$ cat src/rtl/retire_mon_pkg.sv
// Shared constants for the retire performance monitor.
//   - FSM state encoding (S_IDLE/S_RUN/S_HALTED/S_ABORTED)
//   - RISC-V control-flow opcodes and a classifier helper
package retire_mon_pkg;

  localparam logic [1:0] S_IDLE    = 2'd0;
  localparam logic [1:0] S_RUN     = 2'd1;
  localparam logic [1:0] S_HALTED  = 2'd2;
  localparam logic [1:0] S_ABORTED = 2'd3;

  localparam logic [6:0] OP_BRANCH = 7'b1100011;
  localparam logic [6:0] OP_JAL    = 7'b1101111;
  localparam logic [6:0] OP_JALR   = 7'b1100111;

  // Index of each event counter in the counter bank.
  localparam int unsigned C_CYC  = 0;
  localparam int unsigned C_RET  = 1;
  localparam int unsigned C_LD   = 2;
  localparam int unsigned C_ST   = 3;
  localparam int unsigned C_CTL  = 4;
  localparam int unsigned C_TRP  = 5;
  localparam int unsigned NUM_CNT = 6;

  function automatic logic is_ctrl_op(input logic [6:0] op);
    return (op == OP_BRANCH) || (op == OP_JAL) || (op == OP_JALR);
  endfunction

endpackage

$ cat src/rtl/sat_counter.sv
// Saturating up-counter.
//   i_clk   : clock
//   i_clear : synchronous clear to 0 (wins over i_inc)
//   i_inc   : count up by one, holding at all-ones
//   o_q     : current count
//   o_next  : value the counter would take on an increment (saturated)
module sat_counter #(
  parameter int unsigned W = 32
) (
  input  logic         i_clk,
  input  logic         i_clear,
  input  logic         i_inc,
  output logic [W-1:0] o_q,
  output logic [W-1:0] o_next
);

  logic [W-1:0] r_q;

  assign o_next = (&r_q) ? r_q : r_q + W'(1);
  assign o_q    = r_q;

  always_ff @(posedge i_clk) begin
    if (i_clear)    r_q <= '0;
    else if (i_inc) r_q <= o_next;
  end

endmodule

$ cat src/rtl/retire_perf_monitor.sv
// Retire-interface performance monitor.
// Counts RUN cycles, retires and instruction classes, tracks the longest
// retire gap, and detects halt / timeout / hang.
//   i_clk, i_rst          : clock, synchronous active-high reset
//   i_enable, i_clear     : start (IDLE only), synchronous clear to IDLE
//   i_retire_*            : hart retire interface
//   o_state               : 0 IDLE, 1 RUN, 2 HALTED, 3 ABORTED
//   o_cycles .. o_traps   : saturating event counters
//   o_max_gap             : longest non-retire run seen in RUN
//   o_done/o_timeout      : HALTED / ABORTED decode
//   o_hang                : sticky, gap reached MAX_STALL
module retire_perf_monitor
  import retire_mon_pkg::*;
#(
  parameter int unsigned CNT_W     = 32,
  parameter int unsigned TIMEOUT   = 40000,
  parameter int unsigned MAX_STALL = 1024
) (
  input  logic             i_clk,
  input  logic             i_rst,
  input  logic             i_enable,
  input  logic             i_clear,
  input  logic             i_retire_valid,
  input  logic [31:0]      i_retire_inst,
  input  logic             i_retire_trap,
  input  logic             i_retire_halt,
  input  logic             i_retire_dmem_ren,
  input  logic             i_retire_dmem_wen,
  output logic [1:0]       o_state,
  output logic [CNT_W-1:0] o_cycles,
  output logic [CNT_W-1:0] o_retired,
  output logic [CNT_W-1:0] o_loads,
  output logic [CNT_W-1:0] o_stores,
  output logic [CNT_W-1:0] o_ctrl,
  output logic [CNT_W-1:0] o_traps,
  output logic [CNT_W-1:0] o_max_gap,
  output logic             o_done,
  output logic             o_timeout,
  output logic             o_hang
);

  logic [1:0] r_state, w_state_nxt;
  logic       w_clr, w_run, w_rv, w_idle_cyc;
  logic [NUM_CNT-1:0]            w_inc;
  logic [NUM_CNT-1:0][CNT_W-1:0] w_cnt, w_cnt_nxt;
  logic [CNT_W-1:0] w_gap, w_gap_nxt;
  logic [CNT_W-1:0] r_max_gap;
  logic             r_hang;
  logic             w_unused_inst;

  assign w_unused_inst = ^{i_retire_inst[31:7], w_gap};

  assign w_clr      = i_rst | i_clear;
  assign w_run      = (r_state == S_RUN);
  assign w_rv       = w_run & i_retire_valid;
  assign w_idle_cyc = w_run & ~i_retire_valid;

  assign w_inc[C_CYC] = w_run;
  assign w_inc[C_RET] = w_rv;
  assign w_inc[C_LD]  = w_rv & i_retire_dmem_ren;
  assign w_inc[C_ST]  = w_rv & i_retire_dmem_wen;
  assign w_inc[C_CTL] = w_rv & is_ctrl_op(i_retire_inst[6:0]);
  assign w_inc[C_TRP] = w_rv & i_retire_trap;

  // Event counter bank; nothing increments outside RUN, so they freeze
  // in the terminal states.
  genvar g;
  generate
    for (g = 0; g < NUM_CNT; g++) begin : g_cnt
      sat_counter #(.W(CNT_W)) u_cnt (
        .i_clk  (i_clk),
        .i_clear(w_clr),
        .i_inc  (w_inc[g]),
        .o_q    (w_cnt[g]),
        .o_next (w_cnt_nxt[g])
      );
    end
  endgenerate

  // Gap counter restarts on every retire observed in RUN.
  sat_counter #(.W(CNT_W)) u_gap (
    .i_clk  (i_clk),
    .i_clear(w_clr | w_rv),
    .i_inc  (w_idle_cyc),
    .o_q    (w_gap),
    .o_next (w_gap_nxt)
  );

  // State register
  always_ff @(posedge i_clk) begin
    if (i_rst)        r_state <= S_IDLE;
    else if (i_clear) r_state <= S_IDLE;
    else              r_state <= w_state_nxt;
  end

  // Next-state: a halting retire beats a timeout landing on the same cycle.
  always_comb begin
    w_state_nxt = r_state;
    case (r_state)
      S_IDLE: if (i_enable) w_state_nxt = S_RUN;
      S_RUN: begin
        if (w_rv && i_retire_halt)
          w_state_nxt = S_HALTED;
        else if (TIMEOUT != 0 && 64'(w_cnt_nxt[C_CYC]) == 64'(TIMEOUT))
          w_state_nxt = S_ABORTED;
      end
      default: w_state_nxt = r_state;
    endcase
  end

  // Outputs decoded from the state register
  always_comb begin
    o_state   = r_state;
    o_done    = (r_state == S_HALTED);
    o_timeout = (r_state == S_ABORTED);
  end

  // Max gap compares against the post-increment gap so it updates on the
  // same edge as the gap counter.
  always_ff @(posedge i_clk) begin
    if (w_clr) begin
      r_max_gap <= '0;
      r_hang    <= 1'b0;
    end else if (w_idle_cyc) begin
      if (w_gap_nxt > r_max_gap) r_max_gap <= w_gap_nxt;
      if (MAX_STALL != 0 && 64'(w_gap_nxt) >= 64'(MAX_STALL)) r_hang <= 1'b1;
    end
  end

  assign o_cycles  = w_cnt[C_CYC];
  assign o_retired = w_cnt[C_RET];
  assign o_loads   = w_cnt[C_LD];
  assign o_stores  = w_cnt[C_ST];
  assign o_ctrl    = w_cnt[C_CTL];
  assign o_traps   = w_cnt[C_TRP];
  assign o_max_gap = r_max_gap;
  assign o_hang    = r_hang;

endmodule
$ cat config.mk
export PLATFORM = sky130hd
export DESIGN_NAME = retire_perf_monitor
export DESIGN_NICKNAME = d
export VERILOG_FILES = /design/src/rtl/retire_mon_pkg.sv /design/src/rtl/sat_counter.sv /design/src/rtl/retire_perf_monitor.sv
export SDC_FILE = /design/constraint.sdc
export NUM_CORES = 1
export LEC_CHECK = 0
export BUFFER_PORTS_ARGS = -buffer_cell sky130_fd_sc_hd__buf_4
export CELL_PAD_IN_SITES_DETAIL_PLACEMENT = 1
export CELL_PAD_IN_SITES_GLOBAL_PLACEMENT = 1
export CORE_ASPECT_RATIO = 0.7
export CORE_MARGIN = 3
export CORE_UTILIZATION = 44
export CTS_CLUSTER_DIAMETER = 100
export DETAILED_ROUTE_END_ITERATION = 10
export GPL_TIMING_DRIVEN = 1
export MAX_ROUTING_LAYER = met4
export PLACE_DENSITY_LB_ADDON = 0.15
export SYNTH_ARGS = -nofsm -noshare
export SYNTH_HDL_FRONTEND = slang
export SYNTH_SLANG_ARGS = --single-unit
export TNS_END_PERCENT = 10
$ cat constraint.sdc
create_clock -name i_clk -period 6.48 [get_ports i_clk]
set_input_delay 0.648 -clock i_clk [delete_from_list [all_inputs] [get_ports i_clk]]
set_output_delay 0.648 -clock i_clk [all_outputs]
set_load 0.01 [all_outputs]
**Yosys cells after proc, flatten, opt, wreduce, memory -nomap -nowiden**

Cells that the tools add are included.

- Register bits: 259
- Output and inout bits: 229
- Memory bits (writable): 0
- Memories kept: 0
- Word-level logic and storage cells: 69
- Bits in latches: 0
- Input port bits: 41
- ROM bits: 0

- Equality and inequality tests: 9
- Mux-type cells: 6
- Add/subtract/negate cells: 7
- Reductions and logical operators: 21
- Bitwise logic cells: 14
- Divide/modulo/power cells: 0
- Shifts and indexed selects: 0
- $mul: 0
- Order comparisons: 2

Operators by type and width:

| operator | count |
|---|---|
| adder 32 x 1 -> 32 bit (second input constant) | 7 |
| AND reduction 32 bit | 7 |
| 2-to-1 mux 32 bit | 2 |
| equality test 32 x 16 -> 1 bit (second input constant) | 1 |
| >= comparator 32 x 11 -> 1 bit (second input constant) | 1 |
| greater-than comparator 32 bit | 1 |
| equality test 7 bit (second input constant) | 3 |
| AND reduction 2 bit | 7 |
| AND 1 bit | 6 |
| 2-to-1 mux 2 bit | 3 |
| inverter 1 bit | 6 |
| equality test 2 bit (second input constant) | 2 |
| one-hot mux 2 bit (2 select lines) | 1 |
| != test 3 x 1 -> 1 bit (second input constant) | 1 |
| AND reduction 3 bit | 1 |
| equality test 2 x 1 -> 1 bit (second input constant) | 1 |
| zero test 2 bit | 1 |
| logical OR 1 bit | 2 |
| != test 2 bit (second input constant) | 1 |
| bitwise OR 1 bit | 2 |
| nonzero test 2 bit | 1 |
| OR reduction 2 bit | 1 |
| logical AND 1 bit | 1 |

**Depth between registers and ports, before layout**

- Depth after elaboration: 6
- Mapped depth: 20
- Gate-level depth less buffers: 16

**By module**

Synthesis repeated with hierarchy kept, for this count alone.

- Cell total of the unflattened synthesis: 2261
- Area, all modules: 17234.0 um^2

Modules (own cells, without submodules):

| module | cells an instance | sequential area each (um^2) | times used | area an instance (um^2) |
|---|---|---|---|---|
| sat_counter | 279 | 640.6 | 7 | 2118.3 |
| retire_perf_monitor | 308 | 700.7 | 1 | 2406.1 |

**Worst setup path after synthesis**

OpenSTA, ideal clock, no wires.

- Path type: flip-flop to flip-flop
- Start point: register u_gap.r_q[21] (netlist: u_gap.o_q[21])
- End point: register r_max_gap[10] (netlist: o_max_gap[10])
- Path buffers: 4
- Stages on the path, launching flop included: 20
- Required time: 6.394 ns
- Library setup time: 0.086 ns
- Slack: 2.021 ns
- Period minus slack after synthesis: 4.459 ns
- Arrival: 4.374 ns
- Cell sequence: dfxtp_1 -> buf_2 -> nand4_2 -> or4_1 -> buf_6 -> or3_1 -> clkbuf_1 -> nand3b_1 -> xor2_1 -> inv_1 -> ha_1 -> nand4_1 -> nor3_1 -> and2_1 -> nand3_1 -> or4_1 -> o21ai_0 -> clkbuf_1 -> nor3_1 -> a211oi_1

- Word-level cells in the longest chain between the ends: 4
- Elaborated cells on any way between the ends: 5
- Those cells by class: add/sub: 1; order compare: 1; mux: 1; reduce/logical: 2

Ends and longest elaborated chain:

| element | line | RTL |
|---|---|---|
| start, declared | sat_counter.sv:17 | `logic [W-1:0] r_q;` |
| start signal, assigned | sat_counter.sv:24 | `else if (i_inc) r_q <= o_next;` |
| adder 32 x 1 -> 32 bit / AND reduction 32 bit (equally long branches) | sat_counter.sv:19 | `assign o_next = (&r_q) ? r_q : r_q + W'(1);` |
| 2-to-1 mux 32 bit (*) | sat_counter.sv:19 |  |
| net u_gap.o_next[27] | sat_counter.sv:14 | `output logic [W-1:0] o_next` |
| greater-than comparator 32 bit (*) | retire_perf_monitor.sv:125 | `if (w_gap_nxt > r_max_gap) r_max_gap <= w_gap_nxt;` |
| AND reduction 2 bit (no source line) (*) | -- |  |
| end signal, assigned | retire_perf_monitor.sv:125 |  |
| end, declared | retire_perf_monitor.sv:47 | `logic [CNT_W-1:0] r_max_gap;` |

Mark *: on every way through the listed nets, which the timed path passes. The rest lies on a longest branch.
A chain may end at the register's enable or synchronous reset.

**Worst setup path in the final report**

- Start point: register u_gap.r_q[21] (netlist: u_gap.o_q[21])
- End point: register r_max_gap[17] (netlist: o_max_gap[17])

- Word-level cells in the longest chain between the ends: 4
- Elaborated cells on any way between the ends: 5
- Those cells by class: add/sub: 1; order compare: 1; mux: 1; reduce/logical: 2

Ends and longest elaborated chain:

| element | line |
|---|---|
| AND reduction 32 bit | sat_counter.sv:19 |
| 2-to-1 mux 32 bit | sat_counter.sv:19 |
| net u_gap.o_next[11] | sat_counter.sv:14 |
| greater-than comparator 32 bit | retire_perf_monitor.sv:125 |
| AND reduction 2 bit (no source line) | -- |

The timed path passes the listed nets, and every way through them passes these cells.

==> reports/summary.txt <==
post-synth top area share = 38.8%
Worst Hold Class = in2reg
Via density = 5.79
Root Driver = clkbuf_16
Die X-Extent = 214 um
Fin Clk Skew = 0.0132 ns
Final Setup Violations = 0
crit path DAT = 6.08 ns
Reg area = 5180 um^2
CTS Buf Count = 28
Non-Filler Instances = 2288
Worst-Skew Late Latency = 0.55 ns
post-synth cell types = 67
switching power = 779 uW
via count = 13200
Layout Nets = 1940
EDFF count, synth = 0
Max-cap violations = 0
Hold Path Depth = 3
Final HPWL DP = 32000 um
CTS tree = done
R2R setup slack = 0.85 ns
maximum vdd ir drop = 149 uV
Final period util = 86.9%
initial antenna violation count = 0
Int Power = 2640 uW
final weighted congestion in routability-driven placement = 0.868
DIE AREA = 32500 um^2
startpoint types = register
synth warn = 0
post-layout min period = 5.63 ns
hold slack = 0.353 ns
initial detailed-routing violation count = 854
clk buf depth = 3
H-Tree Depth = 1
CP endpoint kind = register
first-pass GRT wire length = 71400 um
Seq/Total Area, Yosys = 38.8%
GRT Total Usage = 27.3%
Rows = 52
FFs w/ async S/R, synth = 0%
DRT Pass-1 Iters = 5
Setup TNS = 0 ns
final core utilization = 55.9%
area occupied by multi-input gates = 7590 um^2
Synth Net Count = 1734
fin. max-slew vios = 0
Clock power frac = 50.1%
ys flop type = dfxtp_1
Rel. slew slack = 23.6%
RSZ-0062 raised after global routing = false
top cells by area, synth = dfxtp_1, nor2_1, xor2_1, xnor2_1, ha_1
drt drc = 0
Leakage = 0.00602 uW
Cells after Synth = 1655
number of global-route vias before repair = 13000
die height = 152 um
CP Max Fanout = 20
I/O Pins = 270
Core Area = 29400 um^2
Post-Syn Area = 13300 um^2
Avg Cell Area, Syn = 8.06 um^2
power density over the cells = 208 nW/um^2
worst slew pin tran = 1.14 ns
status = completed
final WL = 44900 um
Worst Hold End = o_state[0]
number of synthesized register bits = 259
antenna viol nets, final = 0
fillcell total = 3560
diode count = 0
Crit Path Category = reg2reg
Clk pin slew, worst setup/hold paths = 0.07 ns
switching share of power = 22.8%
hold_sp = i_enable
drt wl/cell = 19.6 um
PortBufs = 244
largest net degree at the start of global routing = 75
register share of total power = 46.7%
CTS resizes = 0
total grt overflow = 0
Post-CTS Setup Repair Bufs = 0
combinational power share = 3.2%
Max Clock Freq = 0.178 GHz
initial core utilization = 45.4%
share of post-route cells with drive strength above 1 = 18.0%
Placed Cells incl. Taps = 2236
r2r worst-path depth = 16
synth-to-layout area growth = 23.3%
hold buffers post-CTS = 0
clock sink total = 259
R2R Path End = o_max_gap[17]
Reg-to-Reg Start = u_gap.o_q[21]
Synth area leader = dfxtp_1
Final Hold Viols = 0
Req. time, crit path = 6.93 ns
-- cell usage in the layout, fill, tap and decap left out, drive strengths merged, types with 5 or more instances in the layout --
cell    instances
dfxtp         259
buf           258
nor2          231
nand2         117
a21oi          93
nand3          92
xor2           92
o21ai          83
inv            69
nand4          63
xnor2          62
nor3           53
or3            44
clkbuf         41
ha             38
and3           34
and4           28
a22oi          25
nor4           24
a211oi         23
and2           18
a31oi          16
a311oi         13
o211ai          9
nor2b           8
or4             8
or2             7
mux2i           6
o31ai           6
clkinv          6
o221a           5
nand2b          5
-- how the worst max path moves through the flow --
stage	from	end	slack, ns	cells after the start
CTS	u_gap.o_q[21]	o_max_gap[5]	0.90	16
global placement	u_gap.o_q[21]	o_max_gap[9]	1.13	16
finish	u_gap.o_q[21]	o_max_gap[17]	0.85	16
floorplan	u_gap.o_q[21]	o_max_gap[10]	2.02	19
detailed placement	u_gap.o_q[21]	o_max_gap[4]	1.04	16
global route	u_gap.o_q[21]	o_max_gap[11]	0.37	16
-- registers in the layout, summed over array words and instances, names as in the netlist --
| signal | flops |
|---|---|
| o_state | 2 |
| o_hang | 1 |
| u_gap.o_q | 32 |
| o_max_gap | 32 |
| g_cnt.u_cnt.o_q | 192 |
-- cells by family (layout without fill, tap and decap cells) --
| group | count (synthesis) | in the layout | synth area share, % |
|---|---|---|---|
| AOI/OAI and AO/OA | 298 | 298 | 13.9 |
| xor gates and xnor gates | 154 | 154 | 10.2 |
| adders and majority gates | 38 | 38 | 3.56 |
| buffers and inverters | 149 | 377 | 4.36 |
| DFF | 259 | 259 | 38.8 |
| muxes | 9 | 9 | 0.703 |
| and+or+nand+nor | 748 | 748 | 28.5 |
-- Yosys cell counts, drive strengths merged, types with 18 or more instances --
library cell  count
a22oi            25
nand3            92
o21ai            83
nand2           117
ha               38
and3             34
a21oi            93
xor2             92
dfxtp           259
or3              44
nor3             53
nor2            231
xnor2            62
a211oi           23
nand4            63
nor4             24
and2             18
inv              67
clkbuf           68
and4             28
-- power groups by stage --
| stage | registers, uW | clock network (uW) | logic [uW] |
|---|---|---|---|
| 6_report | 1600 | 1710 | 110 |
| 5_1_grt | 1600 | 1820 | 120 |
| 4_1_cts | 1600 | 1750 | 110 |
| 3_5_place_dp | 1630 | 0 | 109 |
| 3_3_place_gp | 1630 | 0 | 107 |
| 2_1_floorplan | 1630 | 0 | 69.0 |
-- per-layer routing --
layer / part of all wire [%] / routed length, um / up-vias / global-route usage [%]
li1: - / - / 6300 / -
met1: 47 / 21300 / 6564 / 37.7
met2: 45 / 20200 / 326 / 42.2
met4: 1.9 / 867 / 0 / 5.78
met5: 0 / 0 / - / -
met3: 5.8 / 2580 / 57 / 4.92
-- layout make-up --
| cell class | instances | area share (%) |
|---|---|---|
| clock buffers | 41 | 5.11 |
| repair buffers | 258 | 11.8 |
| inverters | 67 | 1.53 |
| flip-flops and latches | 259 | 31.5 |
| well taps | 405 | 3.08 |
| multi-input cells | 1247 | 46.1 |
| clock inverters | 11 | 0.852 |
-- stage by stage --
| stage | instance area [um^2] | setup WS (ns) | total power, uW |
|---|---|---|---|
| floorplan | 13300 | 2.02 | 1700 |
| global placement | 15500 | 1.13 | 1740 |
| detailed placement | 15500 | 1.04 | 1740 |
| CTS | 16500 | 0.904 | 3460 |
| global route | 16500 | 0.368 | 3540 |
| finish | 16500 | 0.851 | 3420 |
-- critical path: stages, from the launching register on --
cell	delay [ns]
dfxtp_1	0.49
nand4_2	0.24
or4_1	0.80
or3_1	0.62
nand2_1	0.14
nor2_1	0.05
xor2_1	0.40
ha_1	0.36
a21oi_1	0.15
o21ai_0	0.10
a2111oi_0	0.55
o21ai_0	0.27
nand4bb_1	0.18
and2_1	0.45
buf_4	0.35
nor4_1	0.10
a31o_2	0.25
(Power assumes the default switching activity.)
